$ cat src/rtl/video_frame_arbiter.sv
`default_nettype none
// ============================================================================
// Module   : video_frame_arbiter
// Brief    : Frame-granular round-robin arbiter sharing one AXI4-Stream video
//            datapath between two sources, with frame/drop/early-SOF status.
// Revision : 1.0
// ============================================================================
module video_frame_arbiter #(
    parameter int DATA_W = 24,
    parameter int LINES  = 720,
    parameter int CNT_W  = 16
) (
    input  logic              aclk,
    input  logic              areset,
    input  logic              enable,

    input  logic [DATA_W-1:0] s0_axis_video_tdata,
    input  logic              s0_axis_video_tvalid,
    input  logic              s0_axis_video_tuser,
    input  logic              s0_axis_video_tlast,
    output logic              s0_axis_video_tready,

    input  logic [DATA_W-1:0] s1_axis_video_tdata,
    input  logic              s1_axis_video_tvalid,
    input  logic              s1_axis_video_tuser,
    input  logic              s1_axis_video_tlast,
    output logic              s1_axis_video_tready,

    output logic [DATA_W-1:0] m_axis_video_tdata,
    output logic              m_axis_video_tvalid,
    output logic              m_axis_video_tuser,
    output logic              m_axis_video_tlast,
    output logic              m_axis_video_tid,
    input  logic              m_axis_video_tready,

    output logic [1:0]        grant,
    output logic [CNT_W-1:0]  frame_cnt0,
    output logic [CNT_W-1:0]  frame_cnt1,
    output logic [CNT_W-1:0]  drop_cnt,
    output logic              err_early_sof
);

    localparam int                  c_line_w    = (LINES > 1) ? $clog2(LINES) : 1;
    localparam logic [c_line_w-1:0] c_last_line = c_line_w'(LINES - 1);

    typedef enum logic [1:0] {
        ST_IDLE  = 2'd0,
        ST_PASS0 = 2'd1,
        ST_PASS1 = 2'd2
    } state_t;

    state_t              r_state;
    state_t              w_next_state;
    logic                r_last_grant;
    logic                r_first_beat;
    logic [c_line_w-1:0] r_line_cnt;
    logic [c_line_w-1:0] w_line_base;
    logic [CNT_W-1:0]    r_frame_cnt0;
    logic [CNT_W-1:0]    r_frame_cnt1;
    logic [CNT_W-1:0]    r_drop_cnt;
    logic                r_err_early_sof;
    logic                r_tid;
    logic [1:0]          r_grant;

    logic w_req0;
    logic w_req1;
    logic w_drop0;
    logic w_drop1;
    logic w_passing;
    logic w_sel;
    logic w_sel_valid;
    logic w_sel_user;
    logic w_sel_last;
    logic w_accept;
    logic w_early_sof;
    logic w_frame_done;

    assign w_req0 = s0_axis_video_tvalid && s0_axis_video_tuser && enable;
    assign w_req1 = s1_axis_video_tvalid && s1_axis_video_tuser && enable;

    // Beats ahead of an SOF are swallowed while idle so a source joining mid-frame resyncs.
    assign w_drop0 = (r_state == ST_IDLE) && s0_axis_video_tvalid && !s0_axis_video_tuser && !areset;
    assign w_drop1 = (r_state == ST_IDLE) && s1_axis_video_tvalid && !s1_axis_video_tuser && !areset;

    assign w_passing   = (r_state == ST_PASS0) || (r_state == ST_PASS1);
    assign w_sel       = (r_state == ST_PASS1);
    assign w_sel_valid = w_sel ? s1_axis_video_tvalid : s0_axis_video_tvalid;
    assign w_sel_user  = w_sel ? s1_axis_video_tuser  : s0_axis_video_tuser;
    assign w_sel_last  = w_sel ? s1_axis_video_tlast  : s0_axis_video_tlast;

    assign w_accept     = w_passing && w_sel_valid && m_axis_video_tready;
    assign w_early_sof  = w_accept && w_sel_user && !r_first_beat;
    // An early SOF restarts the frame, so this beat counts as line 0.
    assign w_line_base  = w_early_sof ? '0 : r_line_cnt;
    assign w_frame_done = w_accept && w_sel_last && (w_line_base == c_last_line);

    always_comb begin
        w_next_state         = r_state;
        m_axis_video_tdata   = '0;
        m_axis_video_tvalid  = 1'b0;
        m_axis_video_tuser   = 1'b0;
        m_axis_video_tlast   = 1'b0;
        s0_axis_video_tready = 1'b0;
        s1_axis_video_tready = 1'b0;
        case (r_state)
            ST_IDLE: begin
                s0_axis_video_tready = w_drop0;
                s1_axis_video_tready = w_drop1;
                if (w_req0 && w_req1) begin
                    w_next_state = r_last_grant ? ST_PASS0 : ST_PASS1;
                end else if (w_req0) begin
                    w_next_state = ST_PASS0;
                end else if (w_req1) begin
                    w_next_state = ST_PASS1;
                end
            end
            ST_PASS0: begin
                m_axis_video_tdata   = s0_axis_video_tdata;
                m_axis_video_tvalid  = s0_axis_video_tvalid;
                m_axis_video_tuser   = s0_axis_video_tuser;
                m_axis_video_tlast   = s0_axis_video_tlast;
                s0_axis_video_tready = m_axis_video_tready;
                if (w_frame_done) begin
                    w_next_state = w_req1 ? ST_PASS1 : ST_IDLE;
                end
            end
            ST_PASS1: begin
                m_axis_video_tdata   = s1_axis_video_tdata;
                m_axis_video_tvalid  = s1_axis_video_tvalid;
                m_axis_video_tuser   = s1_axis_video_tuser;
                m_axis_video_tlast   = s1_axis_video_tlast;
                s1_axis_video_tready = m_axis_video_tready;
                if (w_frame_done) begin
                    w_next_state = w_req0 ? ST_PASS0 : ST_IDLE;
                end
            end
            default: begin
                w_next_state = ST_IDLE;
            end
        endcase
    end

    always_ff @(posedge aclk or posedge areset) begin
        if (areset) begin
            r_state         <= ST_IDLE;
            r_grant         <= 2'b00;
            r_tid           <= 1'b0;
            r_last_grant    <= 1'b1;
            r_first_beat    <= 1'b1;
            r_line_cnt      <= '0;
            r_frame_cnt0    <= '0;
            r_frame_cnt1    <= '0;
            r_drop_cnt      <= '0;
            r_err_early_sof <= 1'b0;
        end else begin
            r_state         <= w_next_state;
            r_grant         <= {w_next_state == ST_PASS1, w_next_state == ST_PASS0};
            r_tid           <= (w_next_state == ST_PASS1);
            r_err_early_sof <= w_early_sof;
            r_drop_cnt      <= r_drop_cnt + CNT_W'(w_drop0) + CNT_W'(w_drop1);
            if (w_accept) begin
                r_first_beat <= 1'b0;
                if (w_frame_done) begin
                    r_line_cnt   <= '0;
                    r_last_grant <= w_sel;
                    if (w_sel) begin
                        r_frame_cnt1 <= r_frame_cnt1 + 1'b1;
                    end else begin
                        r_frame_cnt0 <= r_frame_cnt0 + 1'b1;
                    end
                end else if (w_sel_last) begin
                    r_line_cnt <= w_line_base + 1'b1;
                end else begin
                    r_line_cnt <= w_line_base;
                end
            end
            // Re-arm so the next accepted beat is recognised as the frame's legitimate SOF.
            if ((r_state == ST_IDLE) || w_frame_done) begin
                r_first_beat <= 1'b1;
            end
        end
    end

    assign grant            = r_grant;
    assign m_axis_video_tid = r_tid;
    assign frame_cnt0       = r_frame_cnt0;
    assign frame_cnt1       = r_frame_cnt1;
    assign drop_cnt         = r_drop_cnt;
    assign err_early_sof    = r_err_early_sof;

endmodule
`default_nettype wire

$ cat config.mk
export PLATFORM = sky130hd
export DESIGN_NAME = video_frame_arbiter
export DESIGN_NICKNAME = d
export VERILOG_FILES = /design/src/rtl/video_frame_arbiter.sv
export SDC_FILE = /design/constraint.sdc
export NUM_CORES = 1
export LEC_CHECK = 0
export ABC_AREA = 1
export BUFFER_PORTS_ARGS = -buffer_cell sky130_fd_sc_hd__buf_2
export CAP_MARGIN = 10
export CORE_MARGIN = 2
export CORE_UTILIZATION = 44
export DETAILED_ROUTE_END_ITERATION = 8
export GPL_TIMING_DRIVEN = 0
export PLACE_DENSITY = 0.83
export SYNTH_ARGS = -nofsm -noshare
export SYNTH_HDL_FRONTEND = slang
export SYNTH_SLANG_ARGS = --single-unit
$ cat constraint.sdc
create_clock -name aclk -period 4.2 [get_ports aclk]
set_clock_uncertainty 0.2 [all_clocks]
set_input_delay 0.63 -clock aclk [delete_from_list [all_inputs] [get_ports aclk]]
set_output_delay 0.63 -clock aclk [all_outputs]
set_load 0.1 [all_outputs]
==> results.py <==
metrics = {
    "die": {
        "ioPinCount": 139,
        "die_h_um": 102,
        "fp.dieW_um": 102,
        "die_area_um2": 10400,
        "core_area_um2": 9280,
        "start_util_pct": 45.7,
        "num_rows": 35,
    },
    "route": {
        "wire_per_inst_um": 12.3,
        "drc": 0,
        "drt-total-wl_um": 10300,
        "ant_nets": 0,
        "vias_per_cell": 4.89,
        "drtIter0Drc": 245,
        "vias": 4092,
        "dr.pass1.iters": 5,
    },
    "yosys": {
        "yosys-top-cells-area": "dfrtp_1 (37%), nand2_1 (14%), inv_1 (6.8%), xor2_1 (6.0%), a21oi_1 (3.5%)",
        "synth_commonest_cells": "nand2_1 (154), inv_1 (77), dfrtp_1 (63)",
        "syn_avg_cell_area_um2": 7.67,
        "yosys.area.top_type_share_pct": 37.2,
        "synth_edf_count": 0,
        "synth_cell_types": 42,
        "syn_area_um2": 4240,
        "yosysTopAreaCell": "dfrtp_1",
        "syn_inst": 553,
        "synth_top_flop_cell": "dfrtp_1",
        "ys_seq_elements": 65,
        "yosysMostFrequentCell": "nand2_1",
        "synth_fp_nets": 621,
        "synthArstFlopShare_pct": 100,
        "synth_seq_area_share_pct": 38.4,
        "yosysWarnings": 0,
    },
    "clock_tree": {
        "cts_htree_levels": 3,
        "cts_tree": "yes",
        "cts_sinks": 65,
        "post_cts_buffers": 0,
        "clock_latency_ps": 330,
        "cts_buffers": 9,
        "root_buffer": "clkbuf_8",
        "cts_hold_buf": 0,
        "cts_resized": 0,
        "cts_buffer_depth": 2,
        "clk_pin_slew_ps": 80,
    },
    "sta": {
        "rsz0062_at_grt": "no",
        "hold_violations": 0,
        "setup_slack_ps": 735,
        "maxSlewHeadroom_pct": 58.2,
        "fin_setup_tns_ps": 0,
        "fin_crit_ps": 3470,
        "setup_viol": 0,
        "slew_violations": 0,
        "fmax_mhz": 289,
        "min_period_over_period_pct": 82.5,
        "tightest_slew_ps": 626,
    },
    "setup_path": {
        "reg2reg_to": "frame_cnt1[6]",
        "start_kind": "flop",
        "arrival_ps": 2640,
        "rr_worst_depth": 17,
        "critPathCaptureType": "primary output",
        "crit_fanout": 10,
        "r2r_start": "r_state[1]",
        "cp.required_ps": 3370,
        "crit_type": "flop to primary output",
        "r2r_setup_slack_ps": 980,
    },
    "placement": {
        "gp_congestion": 0.934,
        "numPortBuffers": 138,
        "place_ws_ps": 487,
        "dp_hpwl_um": 7940,
        "dpl-instance-area_um2": 5120,
    },
    "power": {
        "finalPower_uw": 3040,
        "vdd_drop_max_v": 0.000662,
        "p_leak_uw": 0.00278,
        "powerDensity_nw_per_um2": 567,
    },
    "min_path": {
        "hp-class": "input port to async pin",
    },
    "layout": {
        "multi_input_area_um2": 2230,
        "drive_above_1_share_pct": 29.1,
        "finalNetCount": 771,
        "fill_cells": 867,
        "n_antenna_cell": 0,
        "seqCellArea_um2": 1630,
        "syn_to_final_growth_pct": 26.6,
        "final_design_area_no_fill_um2": 5370,
    },
    "global_route": {
        "grt_pass1_wl_um": 17100,
        "antenna_found_initial": 0,
        "grt_max_degree": 40,
        "grt_use_total_pct": 20.3,
        "grt-ovfl-total": 0,
        "grt_pass1_vias": 3832,
    },
    "status": {
        "status": "completed",
    },
    "run": {
        "drv_cap": 0,
    },
}
[kinds of logic (layout without fill, tap and decap cells)]
group	count (synthesis)	count (layout)	synth area share (%)
adder cells (fa/ha/maj)	10	10	3.13
AND/OR/NAND/NOR	275	275	30.9
buffers and inverters	95	250	9.00
AO/OA/AOI/OAI	62	62	9.03
XOR/XNOR	46	46	9.50
flip-flops	65	65	38.4
[final cells by class]
| class | count | area share [%] |
|---|---|---|
| Inverter | 83 | 5.94 |
| Sequential cell | 65 | 30.3 |
| Clock inverter | 6 | 2.14 |
| Buffer | 12 | 1.23 |
| Clock buffer | 10 | 2.56 |
| Tap cell | 129 | 3.01 |
| Multi-Input combinational cell | 393 | 41.5 |
| Timing Repair Buffer | 139 | 13.2 |
[layer usage]
metal | GRT usage, % | wire length [um] | share of wire (%) | up-vias
met5 | 0 | 0 | 0 | -
met4 | 7.38 | 182 | 1.8 | 0
met3 | 4.65 | 635 | 6.2 | 22
met2 | 34.1 | 5030 | 49 | 139
met1 | 25.8 | 4420 | 43 | 1897
li1 | - | - | - | 2034
[worst max-delay path: stages, from the launching register on]
cell and delay, ps:
dfrtp_1 450, inv_1 130, ha_1 170, clkbuf_1 390
clkbuf_1 390, nand2_1 160, a21oi_1 160, buf_2 440
[flip-flops by register name, indices dropped and copies added (netlist names)]
name and count:
drop_cnt 16, err_early_sof 1, frame_cnt0 16, frame_cnt1 16, grant 2, r_first_beat 1, r_last_grant 1, r_line_cnt 10
r_state 2
[how the worst max path moves through the flow]
stage                     from                      to  slack, ps
floorplan               areset            drop_cnt[14]        540
global placement        areset            drop_cnt[14]         10
detailed placement      areset            drop_cnt[14]        490
CTS                 r_state[1]  m_axis_video_tdata[13]        760
global route            areset            drop_cnt[14]        520
finish              r_state[1]  m_axis_video_tdata[13]        730
[power breakdown]
part	switching, uW	leakage, uW	internal, uW
logic	1290	0.00182	309
registers	66.3	0.000833	708
clock network	257	0.000123	413
[metrics by stage]
stage          utilization, %  hold slack [ps]  instances
2_1_floorplan               -              249        553
3_3_place_gp             54.9              259        820
3_5_place_dp             55.1              260        821
4_1_cts                  57.8              174        837
5_1_grt                  57.8              203        837
6_report                 57.8              169        837
[cell usage in the layout (no fill, tap or decap), types with 2 or more instances in the layout]
master      count
nor2_2          4
o21ai_0         7
o21ai_2        12
nand4_1        10
clkinv_1        2
buf_6           2
nor2_4          5
inv_1          76
clkbuf_1        5
nand2_1       154
xor2_1         29
dfrtp_1        63
ha_1            9
clkinv_4        2
nor4_1          2
clkbuf_8       10
inv_2           2
nand3b_1        2
o21ai_1         3
nand3_4         3
o21bai_1        2
nand2_4         2
buf_2         140
nand2_2         6
dfstp_2         2
nor2_1         38
nor2_8          3
o22ai_1         5
nor3_1         16
xnor2_1        17
buf_1           2
bufinv_16       3
nand3_1        26
clkinvlp_4      2
a21oi_1        30
(Power assumes the default switching activity.)
